==> config.mk <==
export PLATFORM = sky130hd
export DESIGN_NAME = sensor_sequencer
export DESIGN_NICKNAME = d
export VERILOG_FILES = /design/src/rtl/sensor_sequencer.sv
export SDC_FILE = /design/constraint.sdc
export NUM_CORES = 1
export LEC_CHECK = 0
export CAP_MARGIN = 30
export CORE_AREA = 8 8 134 148
export CTS_CLUSTER_DIAMETER = 30
export DETAILED_ROUTE_END_ITERATION = 7
export DIE_AREA = 0 0 142 156
export GPL_TIMING_DRIVEN = 0
export HOLD_SLACK_MARGIN = 0.08
export PLACE_DENSITY = 0.49
export SLEW_MARGIN = 20
export SYNTH_ARGS = -nofsm -noshare
export SYNTH_HDL_FRONTEND = slang
export SYNTH_SLANG_ARGS = --single-unit
==> constraint.sdc <==
create_clock -name clk -period 2.9 [get_ports clk]
set_input_delay 0.58 -clock clk [delete_from_list [all_inputs] [get_ports clk]]
set_output_delay 0.58 -clock clk [all_outputs]
set_load 0.005 [all_outputs]
==> src/rtl/sensor_sequencer.sv <==
// Image-sensor frame sequencer: erase, optional reference (CDS) conversion, expose,
// signal conversion and handshaked pixel readout, with continuous mode and abort.
module sensor_sequencer #(
    parameter int PIXEL_COUNT  = 4,
    parameter int CNT_W        = 16,
    parameter int ERASE_CYCLES = 5,
    localparam int PIX_W       = (PIXEL_COUNT > 1) ? $clog2(PIXEL_COUNT) : 1
) (
    input  logic             clk,
    input  logic             reset,
    input  logic             enable,
    input  logic             cont_mode,
    input  logic             cds,
    input  logic             abort,
    input  logic [CNT_W-1:0] expose_cycles,
    input  logic [CNT_W-1:0] convert_cycles,
    input  logic             read_ready,
    output logic             idle,
    output logic             erase,
    output logic             expose,
    output logic             convert,
    output logic             read,
    output logic             corr,
    output logic [PIX_W-1:0] pixel_select,
    output logic             frame_done,
    output logic [15:0]      frame_count
);

    localparam logic [2:0] ST_IDLE   = 3'd0;
    localparam logic [2:0] ST_ERASE  = 3'd1;
    localparam logic [2:0] ST_REF    = 3'd2;
    localparam logic [2:0] ST_EXPOSE = 3'd3;
    localparam logic [2:0] ST_SIG    = 3'd4;
    localparam logic [2:0] ST_READ   = 3'd5;

    localparam logic [CNT_W-1:0] ERASE_LAST = CNT_W'(ERASE_CYCLES - 1);
    localparam logic [PIX_W-1:0] PIX_LAST   = PIX_W'(PIXEL_COUNT - 1);

    logic [2:0]       state_r;
    logic [2:0]       state_nx_s;
    logic [CNT_W-1:0] cnt_r;
    logic [CNT_W-1:0] cnt_nx_s;
    logic [CNT_W-1:0] exp_sh_r;
    logic [CNT_W-1:0] conv_sh_r;
    logic             cds_sh_r;
    logic [PIX_W-1:0] pix_nx_s;
    logic             done_s;
    logic             latch_s;

    // Final count value for a latched duration; zero is stretched to a single cycle.
    function automatic logic [CNT_W-1:0] last_of(input logic [CNT_W-1:0] dur);
        if (dur == {CNT_W{1'b0}}) begin
            return {CNT_W{1'b0}};
        end else begin
            return dur - CNT_W'(1);
        end
    endfunction

    // Next-state, counter, pixel index and frame-completion decode.
    always_comb begin
        state_nx_s = state_r;
        pix_nx_s   = {PIX_W{1'b0}};
        done_s     = 1'b0;
        latch_s    = 1'b0;
        cnt_nx_s   = {CNT_W{1'b0}};
        if (abort) begin
            state_nx_s = ST_IDLE;
        end else begin
            case (state_r)
                ST_IDLE: begin
                    if (enable) begin
                        state_nx_s = ST_ERASE;
                        latch_s    = 1'b1;
                    end else begin
                        state_nx_s = ST_IDLE;
                    end
                end
                ST_ERASE: begin
                    if (cnt_r == ERASE_LAST) begin
                        state_nx_s = cds_sh_r ? ST_REF : ST_EXPOSE;
                    end else begin
                        state_nx_s = ST_ERASE;
                    end
                end
                ST_REF: begin
                    if (cnt_r == last_of(conv_sh_r)) begin
                        state_nx_s = ST_EXPOSE;
                    end else begin
                        state_nx_s = ST_REF;
                    end
                end
                ST_EXPOSE: begin
                    if (cnt_r == last_of(exp_sh_r)) begin
                        state_nx_s = ST_SIG;
                    end else begin
                        state_nx_s = ST_EXPOSE;
                    end
                end
                ST_SIG: begin
                    if (cnt_r == last_of(conv_sh_r)) begin
                        state_nx_s = ST_READ;
                    end else begin
                        state_nx_s = ST_SIG;
                    end
                end
                ST_READ: begin
                    if (read_ready && (pixel_select == PIX_LAST)) begin
                        done_s     = 1'b1;
                        latch_s    = cont_mode;
                        state_nx_s = cont_mode ? ST_ERASE : ST_IDLE;
                    end else if (read_ready) begin
                        pix_nx_s = pixel_select + PIX_W'(1);
                    end else begin
                        pix_nx_s = pixel_select;
                    end
                end
                default: begin
                    state_nx_s = ST_IDLE;
                end
            endcase
        end
        // Timed states count from zero on entry; IDLE and READ keep the counter parked.
        if ((state_nx_s != state_r) || (state_nx_s == ST_IDLE) || (state_nx_s == ST_READ)) begin
            cnt_nx_s = {CNT_W{1'b0}};
        end else begin
            cnt_nx_s = cnt_r + CNT_W'(1);
        end
    end

    // State, counter, frame parameters and registered output decode.
    always_ff @(posedge clk or posedge reset) begin
        if (reset) begin
            state_r      <= ST_IDLE;
            cnt_r        <= {CNT_W{1'b0}};
            exp_sh_r     <= {CNT_W{1'b0}};
            conv_sh_r    <= {CNT_W{1'b0}};
            cds_sh_r     <= 1'b0;
            idle         <= 1'b1;
            erase        <= 1'b0;
            expose       <= 1'b0;
            convert      <= 1'b0;
            read         <= 1'b0;
            corr         <= 1'b0;
            pixel_select <= {PIX_W{1'b0}};
            frame_done   <= 1'b0;
            frame_count  <= 16'd0;
        end else begin
            state_r <= state_nx_s;
            cnt_r   <= cnt_nx_s;
            if (latch_s) begin
                exp_sh_r  <= expose_cycles;
                conv_sh_r <= convert_cycles;
                cds_sh_r  <= cds;
            end
            idle         <= (state_nx_s == ST_IDLE);
            erase        <= (state_nx_s == ST_ERASE);
            expose       <= (state_nx_s == ST_EXPOSE);
            convert      <= (state_nx_s == ST_REF) || (state_nx_s == ST_SIG);
            read         <= (state_nx_s == ST_READ);
            corr         <= (state_nx_s == ST_REF);
            pixel_select <= pix_nx_s;
            frame_done   <= done_s;
            if (done_s) begin
                frame_count <= frame_count + 16'd1;
            end
        end
    end

endmodule

==> results.py, run 1 <==
metrics = {
    "worst_setup_path": {
        "startpoint_type": "register",
        "worst-path-max-fanout": 6,
        "critPathKind": "register to register",
        "cp_data_required_time_ns": 3.12,
        "end_kind": "register",
        "cpMaxStageDelayCell": "or4_4",
        "cp_cell_sequence": "or4_4, nor4_4, nand4_1, a221o_1, nor4b_4, nand4_4, a211oi_4, buf_6, a2111oi_1",
        "r2r_start": "conv_sh_r[6]",
        "crit_arrival_ns": 3.27,
        "cp_slowest_stage_delay_ns": 0.59,
        "crit_start": "conv_sh_r[6]",
    },
    "place": {
        "place_area_sq_mm": 0.00615,
        "detailed_place_hpwl_um": 11100,
        "gp_congestion": 0.822,
        "io_buffers": 63,
    },
    "grt": {
        "grt-ovfl-total": 0,
        "grt_pass1_vias": 4826,
        "grt_usage_pct": 14.6,
        "antenna_found_initial": 0,
        "grt_pass1_wl_um": 25400,
        "grt_start_max_net_pins": 55,
    },
    "logic_synthesis": {
        "ys_top_cells_by_area": "dfrtp_1 (37%), xnor2_1 (6.0%), mux2_2 (6.0%), xor2_1 (4.7%), nand3_1 (2.6%)",
        "syn_avg_cell_area_sq_um": 9.50,
        "ys_seq_area_share_pct": 37.9,
        "yosys_warnings": 0,
        "synth_edf_count": 0,
        "async_flop_share_pct": 100,
        "synth_ff_type": "dfrtp_1",
        "ys_ff_latch": 77,
        "syn_inst": 535,
        "syn-cell-area_sq_mm": 0.00508,
        "yosys.area.top_type_share_pct": 37.4,
        "synth.largest_area_cell": "dfrtp_1",
        "ys_types": 71,
        "syn_nets": 580,
    },
    "layout": {
        "mostFrequentLayoutCells": "dfrtp_1 (67), clkdlybuf4s50_1 (63), buf_4 (41), xnor2_1 (34), nand2_1 (30)",
        "fin_area_sq_mm": 0.00713,
        "antenna_cells": 0,
        "mostFrequentLayoutCell": "dfrtp_1",
        "layout-drive-gt1-share_pct": 28.3,
        "nets": 693,
        "final_util_pct": 40.9,
        "syn_to_final_growth_pct": 40.4,
    },
    "outcome": {
        "outcome": "complete, but fails checks",
        "violations": "negative setup slack",
    },
    "timing": {
        "fin_crit_ns": 3.05,
        "slew_violations": 0,
        "clock.fmax_ghz": 0.328,
        "final.setup_skew_ns": 0.00904,
        "worstMarginPinSlew_ns": 0.799,
        "rsz0062_at_grt": "yes",
        "period_share_pct": 105,
        "max-slew-margin-rel_pct": 46.3,
        "fin_ws_ns": -0.148,
        "setup_viol": 21,
        "hold_viol_final": 0,
        "fin_tns_setup_ns": -2.43,
    },
    "power": {
        "power_density_mw_per_mm2": 529,
        "power_mw": 3.77,
        "p_leak_nw": 2.75,
        "ir_drop_mv": 0.242,
    },
    "min_path": {
        "hp-start": "frame_count[15]",
        "hp-class": "register to register",
    },
    "clock_network": {
        "clock_sinks": 77,
        "htreeDepth": 3,
        "hold_buffers": 0,
        "cts_root_buf": "clkbuf_16",
        "cts_max_path_buffers": 2,
        "cts_tree": "yes",
        "path_clk_slew_ns": 0.06,
        "cts-buffers-inserted": 9,
        "insertion_delay_ns": 0.35,
    },
    "floorplanning": {
        "dieArea_sq_mm": 0.0222,
        "die-width_um": 142,
        "die_h_um": 156,
        "start_util_pct": 29.2,
        "rows": 51,
        "coreArea_sq_mm": 0.0174,
        "ios": 64,
    },
    "route": {
        "totalWireLength_um": 15600,
        "via_per_inst": 5.10,
        "dr.pass1.iters": 4,
        "initialDrtViolationCount": 203,
        "drc": 0,
        "antenna_left": 0,
        "post_drt_wl_per_cell_um": 17.5,
        "vias": 4542,
    },
    "flow_run": {
        "cap_violations": 0,
    },
}
## flip-flops by register name, indices dropped and copies added, names as in the netlist
register / count
state_r: 3
exp_sh_r: 16
cds_sh_r: 1
conv_sh_r: 16
convert: 1
erase: 1
expose: 1
frame_count: 16
corr: 1
frame_done: 1
idle: 1
cnt_r: 16
read: 1
pixel_select: 2
## worst max-delay path, delay by kind of cell (launching register included)
family                 cells  cell delay, ns
and+or+nand+nor            5            1.55
AOI/OAI and AO/OA          3            0.79
DFF                        1            0.40
buffers and inverters      1            0.18
## power by group
group          total [mW]  leakage (nW)  internal (mW)  switching [mW]
clock network        1.17         0.146          0.692           0.473
logic                1.23          1.62          0.620           0.611
registers            1.37         0.988           1.20           0.178
total                3.77          2.75           2.51            1.26
## through the flow
| stage | instances | worst slack (ns) | hold WS [ns] |
|---|---|---|---|
| 2_1_floorplan | 535 | -0.00846 | 0.468 |
| 3_3_place_gp | 836 | -1.05 | 0.469 |
| 3_5_place_dp | 838 | -0.677 | 0.474 |
| 4_1_cts | 885 | -0.159 | 0.484 |
| 5_1_grt | 891 | -0.278 | 0.507 |
| 6_report | 891 | -0.148 | 0.475 |
## per-layer routing
| layer | vias up | track usage [%] | share of wire, % | wire length, um |
|---|---|---|---|---|
| met5 | - | 0 | 0 | 0 |
| met4 | 0 | 5.89 | 2.2 | 342 |
| met3 | 23 | 2.69 | 3.1 | 481 |
| met2 | 90 | 25.3 | 51 | 7980 |
| met1 | 2235 | 17.3 | 43 | 6750 |
| li1 | 2194 | - | - | - |
## cell families (layout without fill, tap and decap cells)
kind of cell	Yosys count	in the layout	synth area share, %
simple gates	199	199	23.4
compound gates	99	99	14.3
flops	77	77	37.9
xor+xnor	62	62	10.7
buf+inv	58	176	4.85
mux	34	34	7.36
fa+ha+maj	6	6	1.48
## cell usage after synthesis, types with 5 or more instances
library cell  instances
a2111oi_0             7
a2111oi_1             5
a211oi_1              8
a21oi_1              22
and3_1               10
and4_1                6
clkbuf_1             28
dfrtp_1              76
ha_1                  6
inv_1                19
mux2_2               27
mux2i_1               7
nand2_1              30
nand3_1              26
nand4_1              17
nor2_1               26
nor3_1               16
nor3b_1               6
nor4_1                8
o21ai_0              17
o31ai_1               5
or2_2                 6
or3_1                11
or4_1                 8
xnor2_1              35
xor2_1               27
## area by class of cell
cell class                 count  area [sq um]
tap                          238           298
clock inverter                 5          60.1
fill                        1656         10300
inverter                      19          73.8
sequential                    77          1940
clock buffer                  11           243
timing repair buffer         110          1040
buffer                        31           190
multi-input combinational    400          3290
## path summary, 6_finish.rpt
check / slack, ns / endpoint / depth (start not counted)
hold / removal: 0.47 / frame_count[15] / 1
min in group asynchronous: 0.55 / frame_done / 2
max in group asynchronous: 1.76 / exp_sh_r[3] / 3
setup reg to reg: -0.15 / cnt_r[0] / 9
setup / recovery: -0.15 / cnt_r[0] / 9
hold reg to reg: 0.47 / frame_count[15] / 1
## what timing repair did
item | in CTS | in global routing
setup endpoints to repair | 35 | 51
pin swaps | 26 | 22
gates resized for setup | 57 | 32
setup buffers | 35 | 8
cloned | 2 | 0
No activity file was read; power rests on OpenSTA's default activity.
==> run 2: changes to the inputs <==
--- a/config.mk
+++ b/config.mk
@@ -12,7 +12,7 @@
 export DIE_AREA = 0 0 142 156
 export GPL_TIMING_DRIVEN = 0
 export HOLD_SLACK_MARGIN = 0.08
-export PLACE_DENSITY = 0.49
+export PLACE_DENSITY = 0.48
 export SLEW_MARGIN = 20
 export SYNTH_ARGS = -nofsm -noshare
 export SYNTH_HDL_FRONTEND = slang
==> results.py, run 2 (synthesized netlist as in run 1, its figures left out) <==
metrics = {
    "clock_network": {
        "hold_buffers": 0,
        "htreeDepth": 3,
        "path_clk_slew_ns": 0.07,
        "cts-buffers-inserted": 9,
        "cts_root_buf": "clkbuf_16",
        "cts_max_path_buffers": 2,
        "insertion_delay_ns": 0.35,
        "cts_tree": "yes",
        "clock_sinks": 77,
    },
    "place": {
        "detailed_place_hpwl_um": 11000,
        "placed_cells": 838,
        "dp_slack_ns": -0.706,
        "io_buffers": 63,
        "gp_congestion": 0.846,
        "place_area_sq_mm": 0.00615,
    },
    "timing": {
        "final.setup_skew_ns": 0.00692,
        "rsz0062_at_grt": "yes",
        "clock.fmax_ghz": 0.328,
        "max-slew-margin-rel_pct": 45.7,
        "fin_hold_ws_ns": 0.477,
        "worstMarginPinSlew_ns": 0.808,
        "slew_violations": 0,
        "hold_viol_final": 0,
        "fin_ws_ns": -0.148,
        "fin_tns_setup_ns": -2.19,
        "fin_crit_ns": 3.05,
        "period_share_pct": 105,
        "setup_viol": 22,
    },
    "layout": {
        "mostFrequentLayoutCells": "dfrtp_1 (69), clkdlybuf4s50_1 (63), xnor2_1 (35), buf_4 (32), nand2_1 (30)",
        "mostFrequentLayoutCell": "dfrtp_1",
        "syn_to_final_growth_pct": 39.8,
        "final_util_pct": 40.8,
        "fin_area_sq_mm": 0.00710,
        "antenna_cells": 0,
        "fin_cells": 890,
        "layout-drive-gt1-share_pct": 26.7,
        "nets": 692,
        "fill_cells": 1683,
    },
    "route": {
        "dr.pass1.iters": 4,
        "post_drt_wl_per_cell_um": 17.5,
        "initialDrtViolationCount": 279,
        "via_per_inst": 5.11,
        "vias": 4549,
        "drc": 0,
        "totalWireLength_um": 15600,
        "antenna_left": 0,
    },
    "floorplanning": {
        "ios": 64,
        "coreArea_sq_mm": 0.0174,
        "dieArea_sq_mm": 0.0222,
        "die-width_um": 142,
        "rows": 51,
        "die_h_um": 156,
        "start_util_pct": 29.2,
    },
    "power": {
        "ir_drop_mv": 0.264,
        "power_density_mw_per_mm2": 529,
        "p_leak_nw": 2.75,
        "power_mw": 3.76,
    },
    "grt": {
        "grt_pass1_wl_um": 25200,
        "grt_pass1_vias": 4684,
        "grt_start_max_net_pins": 55,
        "grt-ovfl-total": 0,
        "grt_usage_pct": 14.3,
        "antenna_found_initial": 0,
    },
    "worst_setup_path": {
        "crit_start": "conv_sh_r[4]",
        "crit_arrival_ns": 3.27,
        "critPathKind": "register to register",
        "reg2reg_to": "cnt_r[8]",
        "end_kind": "register",
        "reg2reg_slack_ns": -0.15,
        "worst-path-max-fanout": 6,
        "cp-endpoint": "cnt_r[8]",
        "startpoint_type": "register",
        "r2r_start": "conv_sh_r[4]",
        "cp_data_required_time_ns": 3.12,
        "reg2regPathDepth": 9,
    },
    "outcome": {
        "outcome": "complete, but fails checks",
        "violations": "negative setup slack",
    },
    "flow_run": {
        "cap_violations": 0,
    },
    "min_path": {
        "hp-class": "register to register",
    },
}
[run 2: cell count changes in the layout (fill, tap and decap cells not counted), moves of 2 or more]
cell       previous run  this run
inv_6                 0         2
clkbuf_1             20        22
a211oi_2              4         6
buf_4                41        32
a2111oi_2             4         6
a211oi_1              4         2
buf_6                 8        14
dfrtp_2               9         7
clkbuf_8              4         2
dfrtp_1              67        69
[run 2: critical path: stages, from the launching register on]
cell and delay (ns):
dfrtp_2 0.40, or4_4 0.57, nor4_4 0.39, nand4_1 0.15, a221o_1 0.35, nor4b_4 0.27
nand4_4 0.20, a211oi_4 0.35, buf_6 0.19, a2111oi_1 0.06
[run 2: where the power goes]
part / switching, mW / internal [mW] / total (mW)
combinational: 0.635 / 0.609 / 1.24
clock: 0.491 / 0.671 / 1.16
sequential: 0.158 / 1.20 / 1.35
[run 2: worst min-delay path by stage]
stage / from / end / slack [ns] / cells after the start
4_1_cts: frame_count[15] / frame_count[15] / 0.48 / 1
3_5_place_dp: frame_count[15] / frame_count[15] / 0.46 / 1
6_report: frame_count[15] / frame_count[15] / 0.48 / 1
5_1_grt: frame_count[15] / frame_count[15] / 0.49 / 1
3_3_place_gp: frame_count[15] / frame_count[15] / 0.47 / 1
2_1_floorplan: frame_count[15] / frame_count[15] / 0.47 / 1
[run 2: per-layer routing]
metal / global-route usage, % / part of all wire (%) / vias to the layer above
li1: - / - / 2191
met1: 18.2 / 45 / 2249
met2: 23.5 / 49 / 89
met3: 2.17 / 3.8 / 20
met4: 6.61 / 2.4 / 0
met5: 0 / 0 / -
[run 2: layout make-up]
class / instances / area, sq um / share of cell area, %
Multi-Input combinational cell: 400 / 3280 / 46.1
Sequential cell: 77 / 1940 / 27.3
Timing Repair Buffer: 106 / 1010 / 14.3
Tap cell: 238 / 298 / 4.19
Clock buffer: 9 / 225 / 3.17
Buffer: 34 / 206 / 2.91
Clock inverter: 7 / 73.8 / 1.04
Inverter: 19 / 73.8 / 1.04
[run 2: repair_timing]
item                                   in CTS  in global routing
setup endpoints to repair                  35                 48
gates resized for setup                    60                 28
setup buffers                              32                  7
endpoints found under the hold margin       0                  0
pin swaps                                  30                 18
gates cloned                                2                  0
